===== src/rtl/lab1_pkg.sv =====
// Shared constants for the Lab 1 datapath: FSM encoding and multiplier geometry.
package lab1_pkg;

  localparam logic [1:0] IDLE = 2'd0;
  localparam logic [1:0] RUN  = 2'd1;
  localparam logic [1:0] DONE = 2'd2;

  localparam int MUL_STEPS = 4;
  localparam int NIBBLE    = 4;

endpackage


===== src/rtl/four_bit_adder.sv =====
// 4-bit ripple adder with carry in/out and a signed-overflow flag.
module four_bit_adder (
  input  logic [3:0] a,
  input  logic [3:0] b,
  input  logic       cin,
  output logic [3:0] y,
  output logic       cout,
  output logic       overfl
);

  logic [4:0] sum;

  assign sum    = {1'b0, a} + {1'b0, b} + {4'b0000, cin};
  assign y      = sum[3:0];
  assign cout   = sum[4];
  // Two's-complement overflow: like-signed operands producing an opposite-signed sum.
  assign overfl = (a[3] == b[3]) && (y[3] != a[3]);

endmodule


===== src/rtl/shift_add_multiplier.sv =====
// Sequential 4x4 unsigned shift-and-add multiplier; one shared adder, one step per RUN cycle.
module shift_add_multiplier
  import lab1_pkg::*;
#(
  parameter int WIDTH = 4
) (
  input  logic               clk,
  input  logic               rst_n,
  input  logic               start,
  input  logic [WIDTH-1:0]   a,
  input  logic [WIDTH-1:0]   b,
  output logic               busy,
  output logic               done,
  output logic [2*WIDTH-1:0] product
);

  logic [1:0]          state;
  logic [1:0]          cnt;
  logic [NIBBLE-1:0]   mcand;
  logic [2*NIBBLE-1:0] acc;

  logic [NIBBLE-1:0]   add_a;
  logic [NIBBLE-1:0]   add_b;
  logic [NIBBLE-1:0]   add_y;
  logic                add_cout;
  // Signed overflow carries no meaning for unsigned operands.
  logic                ovf_unused;

  always_comb begin
    add_a = acc[2*NIBBLE-1:NIBBLE];
    add_b = acc[0] ? mcand : '0;
  end

  four_bit_adder u_adder (
    .a      (add_a),
    .b      (add_b),
    .cin    (1'b0),
    .y      (add_y),
    .cout   (add_cout),
    .overfl (ovf_unused)
  );

  always_ff @(posedge clk or negedge rst_n) begin
    if (!rst_n) begin
      state <= IDLE;
      cnt   <= '0;
      mcand <= '0;
      acc   <= '0;
    end else begin
      case (state)
        IDLE, DONE: begin
          if (start) begin
            mcand <= a;
            acc   <= {{NIBBLE{1'b0}}, b};
            cnt   <= '0;
            state <= RUN;
          end else begin
            state <= IDLE;
          end
        end
        RUN: begin
          // Carry lands in acc[7], so the 9-bit sum/shift never truncates.
          acc <= {add_cout, add_y, acc[NIBBLE-1:1]};
          cnt <= cnt + 2'd1;
          if (cnt == 2'(MUL_STEPS - 1)) begin
            state <= DONE;
          end
        end
        default: state <= IDLE;
      endcase
    end
  end

  assign busy    = (state == RUN);
  assign done    = (state == DONE);
  assign product = acc;

endmodule


===== config.mk =====
export PLATFORM = sky130hd
export DESIGN_NAME = shift_add_multiplier
export DESIGN_NICKNAME = d
export VERILOG_FILES = /design/src/rtl/lab1_pkg.sv /design/src/rtl/four_bit_adder.sv /design/src/rtl/shift_add_multiplier.sv
export SDC_FILE = /design/constraint.sdc
export NUM_CORES = 1
export LEC_CHECK = 0
export ABC_AREA = 1
export CAP_MARGIN = 20
export CORE_MARGIN = 3
export CORE_UTILIZATION = 44
export CTS_BUF_LIST = sky130_fd_sc_hd__clkbuf_8
export DETAILED_ROUTE_END_ITERATION = 10
export GPL_TIMING_DRIVEN = 0
export PLACE_DENSITY_LB_ADDON = 0.1
export SKIP_LAST_GASP = 1
export SLEW_MARGIN = 20
export SYNTH_ARGS = -nofsm -noshare
export SYNTH_HDL_FRONTEND = slang
export SYNTH_SLANG_ARGS = --single-unit

===== constraint.sdc =====
create_clock -name clk -period 1.8 [get_ports clk]
set_input_delay 0.36 -clock clk [delete_from_list [all_inputs] [get_ports clk]]
set_output_delay 0.36 -clock clk [all_outputs]
set_load 0.005 [all_outputs]

# After elaboration in Yosys (flattened, before gate mapping)
# Cells that the tools add are included.
[totals]
input_bits = 11
register_bits = 16
out_inout_bits = 10
[op_classes]
n_reduce_logical = 5
eq_ne = 5
n_mux = 8
addsub = 2
[ops]
columns = ["op", "n"]
rows = [
  ["case mux 8 bit (2 select lines)", 1],
  ["two-way mux 8 bit", 1],
  ["case mux 2 bit (2 select lines)", 2],
  ["adder 4 x 4 -> 5 bit", 1],
  ["== test 2 bit (second input constant)", 2],
  ["two-way mux 2 bit", 2],
  ["two-way mux 4 bit", 1],
  ["AND reduction 2 bit", 2],
  ["adder 2 x 1 -> 2 bit (second input constant)", 1],
  ["== test 2 x 1 -> 1 bit (second input constant)", 1],
  ["zero test 2 bit", 1],
  ["inequality test 2 x 1 -> 1 bit (second input constant)", 1],
  ["inequality test 2 bit (second input constant)", 1],
  ["nonzero test 2 bit", 1],
  ["OR reduction 2 bit", 1],
  ["two-way mux 1 bit", 1],
]

# Longest topological paths before layout
[depth]
word_depth = 4
depth_mapped = 8
ltp_nobuf = 8

# Modules after synthesis
# Synthesis repeated with hierarchy kept, for this count alone.
[unflattened]
cells_unflattened = 123
area_unflattened_um2 = 998.5
[by_module_without_submodules]
columns = ["module", "cells_each", "n_inst", "area_per_inst_um2"]
rows = [
  ["shift_add_multiplier", 94, 1, 810.8],
  ["four_bit_adder", 29, 1, 187.7],
]

# Worst setup path before layout
# OpenSTA, ideal clock, no wires.
[synth_timing]
path_kind = "register -> register"
start = "register acc[0] (netlist: product[0])"
end = "register acc[5] (netlist: product[5])"
t_required_ns = 1.724
period_less_slack_ns = 1.475
stages_incl_launch_ff = 9
slack_ns = 0.325
t_arrival_ns = 1.398
path_cell_list = "dfrtp_1 nand2_1 inv_1 ha_1 inv_1 fa_1 a21oi_1 o21ai_0 o21ai_1"
[synth_via]
elab_chain_cells = 3
[synth_lines]
columns = ["element", "line", "rtl"]
rows = [
  ["start: declaration", "shift_add_multiplier.sv:20", "logic [2*NIBBLE-1:0] acc;"],
  ["start signal: assignment", "shift_add_multiplier.sv:54", "acc <= {{NIBBLE{1'b0}}, b};"],
  ["start signal: assignment", "shift_add_multiplier.sv:63", "acc <= {add_cout, add_y, acc[NIBBLE-1:1]};"],
  ["two-way mux 4 bit", "shift_add_multiplier.sv:31", "add_b = acc[0] ? mcand : '0;"],
  ["adder 4 x 4 -> 5 bit", "four_bit_adder.sv:13", "assign sum = {1'b0, a} + {1'b0, b} + {4'b0000, cin};"],
  ["case mux 8 bit (2 select lines)", "shift_add_multiplier.sv:50", "case (state)"],
]
# Every way passes these cells.
# A chain may end at the register's enable or synchronous reset.

# Final worst setup path
[layout_timing]
start = "register state[1]"
end = "output port busy"
[layout_via]
elab_chain_cells = 1
[layout_lines]
columns = ["element", "line", "rtl"]
rows = [
  ["start: declaration", "shift_add_multiplier.sv:17", "logic [1:0] state;"],
  ["start signal: assignment", "shift_add_multiplier.sv:45", "state <= IDLE;"],
  ["start signal: assignment", "shift_add_multiplier.sv:56", "state <= RUN;"],
  ["start signal: assignment", "shift_add_multiplier.sv:58", "state <= IDLE;"],
  ["== test 2 x 1 -> 1 bit", "shift_add_multiplier.sv:74", "assign busy = (state == RUN);"],
  ["end: declaration", "shift_add_multiplier.sv:12", "output logic busy,"],
]
# Every way passes these cells.

==> impl_metrics.yaml <==
critical_path:
  critPathRequiredTime_ps: 1440
  cp.arrival_ps: 1360
  cp_max_fo: 9
  startpoint_type: "register"
  critPathKind: "register to output pin"
  cp-end-kind: "output pin"
  rrSetupSlack_ps: 180
global_routing:
  met1_usage: 0.199
  grt_overflow: 0
  grt_pass1_vias: 683
  grt_start_max_net_pins: 17
  antenna_found_initial: 0
  grt.total_usage: 0.160
  use_met3: 0.0302
  grt_pass1_wl_mm: 3.08
  grt_util_met2: 0.280
  busiest_layer: "met2"
logic_synthesis:
  syn_nets: 115
  ys_seq_area_frac: 0.479
  synth_top_area_share: 0.479
  synth_seq_cells: 16
  synth.distinct_cells: 16
  syn_area_um2: 836
  synth_top_area_cell: "dfrtp_1"
  yosys_warnings: 0
  netlist_top_cells_area: "dfrtp_1 48%, nand2_1 12%, ha_1 7.5%"
  syn_avg_cell_area_um2: 8.53
  syn_inst: 98
drt:
  totalWireLength_mm: 1.67
  drc: 0
  firstDrtPassIters: 2
  first_iter_violations: 7
  vias: 712
  final_antenna_net_count: 0
  vias_per_cell: 4.78
  wire_per_inst_um: 11.2
clock_tree:
  htreeDepth: 1
  cts.sinks: 16
  cts-root-buf: "clkbuf_8"
  tritoncts: "yes"
  clkLatencyLatePin_ps: 240
  clockBufferDepth: 2
  clkTransAtPathRegs_ps: 70
  cts_buffers: 3
pwr:
  powerDensity_mw_per_mm2: 1780
  p_leak_nw: 0.584
  peakVddDrop_mv: 1.09
finish:
  nets: 142
  drive_gt1_frac: 0.121
  area_delta_synth_final_pct: 37.0
  antenna_cells: 0
placement:
  gp_congestion: 0.786
  portBuffers: 20
  hpwlAfterDp_mm: 1.28
die:
  fp.dieH_um: 49.6
  start_util: 0.474
  core_mm2: 0.00176
  fp-row-count: 15
  ios: 21
  fp.dieArea_mm2: 0.00246
  die_x_um: 49.6
sta:
  finalHoldViolations: 0
  maxSlewHeadroom: 0.517
  worst_pin_slew_ps: 722
  rsz0062_at_grt: "false"
  finalCritPeriodShare: 0.953
  slew_violations: 0
  hold_slack_ps: 478
  fin_crit_ps: 1720
  clock.fmax_ghz: 0.583
  finalSetupViolations: 0
  fin_tns_setup_ps: 0
  finClkSkew_ps: 3.10
outcome:
  status: "finished clean"
hold_path:
  hold_class: "register to register"
run:
  max-cap-violations: 0
-- cells in the final DEF, fill, tap and decap left out --
| master | n |
|---|---|
| nor3_1 | 3 |
| nand2_1 | 26 |
| inv_6 | 1 |
| nor2_1 | 8 |
| nand2_4 | 3 |
| clkbuf_8 | 4 |
| a21oi_1 | 4 |
| o21ai_0 | 3 |
| o21ai_2 | 2 |
| inv_4 | 1 |
| dlymetal6s2s_1 | 1 |
| clkdlybuf4s50_1 | 19 |
| ha_1 | 5 |
| buf_4 | 2 |
| o21ai_1 | 2 |
| o22ai_1 | 3 |
| dfrtp_1 | 16 |
| inv_1 | 10 |
| inv_2 | 2 |
| nand3_1 | 8 |
| fa_1 | 1 |
-- kinds of logic (layout without fill, tap and decap cells) --
logic type	after synthesis	after routing	share of synthesized area
buffers and inverters	14	40	0.0659
AO/OA/AOI/OAI	14	14	0.0973
adder cells (fa/ha/maj)	6	6	0.0988
flip-flops	16	16	0.479
AND/OR/NAND/NOR	48	48	0.259
-- synth_stat cells, drive strengths merged --
cell type	instances
o22ai	3
nor2	8
ha	5
dfrtp	16
fa	1
o21ai	7
nor3	3
nand2	29
a21oi	4
inv	14
nand3	8
-- state kept, by name, indices dropped and copies added, names as in the netlist --
signal / count
product: 8
mcand: 4
cnt: 2
state: 2
-- report_power, final --
part | switching [mW] | internal (mW) | leakage [nW]
combinational | 0.574 | 0.498 | 0.360
clock | 0.122 | 0.194 | 0.0288
sequential | 0.123 | 0.530 | 0.196
-- layout make-up --
class | count | area [um2]
repair buffers | 22 | 218
flip-flops and latches | 16 | 400
fillers | 162 | 619
clock buffers | 4 | 55.1
well taps | 25 | 31.3
inverters | 14 | 60.1
multi-input cells | 68 | 380
-- final timing paths --
check	cells past startpoint	startpoint	endpoint
hold reg to reg	2	mcand[3]	mcand[3]
hold / removal	2	mcand[3]	mcand[3]
max in group asynchronous	1	rst_n	product[2]
setup reg to reg	8	product[0]	product[5]
setup / recovery	4	state[1]	busy
min in group asynchronous	1	rst_n	product[6]
-- through the flow --
stage                     worst slack (ps)  instance area, um2  instances  utilization  total power [mW]
after floorplan                        325                 836         98            -              1.31
after global placement                 190                1070        143        0.605              1.66
after detailed placement               184                1070        143        0.605              1.69
after global routing                  9.81                1140        149        0.649              2.26
after CTS                             33.4                1140        149        0.648              2.06
final                                 84.5                1140        149        0.649              2.04
-- critical path: stages, from the launching register on --
cell and delay [ps]:
dfrtp_1 370, inv_2 70, nand2_4 70, inv_6 90, clkdlybuf4s50_1 500
-- layer usage --
| metal | vias to the layer above | wire [um] |
|---|---|---|
| met4 | 0 | 16 |
| met5 | - | 0 |
| li1 | 369 | - |
| met1 | 332 | 783 |
| met2 | 9 | 809 |
| met3 | 2 | 59 |
-- repair_timing --
item	4_1_cts	5_1_grt
pin swaps	1	0
setup endpoints to repair	1	2
setup buffers	2	0
hold buffers	0	0
hold endpoints to repair	0	0
resized for setup	2	2
(Power assumes the default switching activity.)
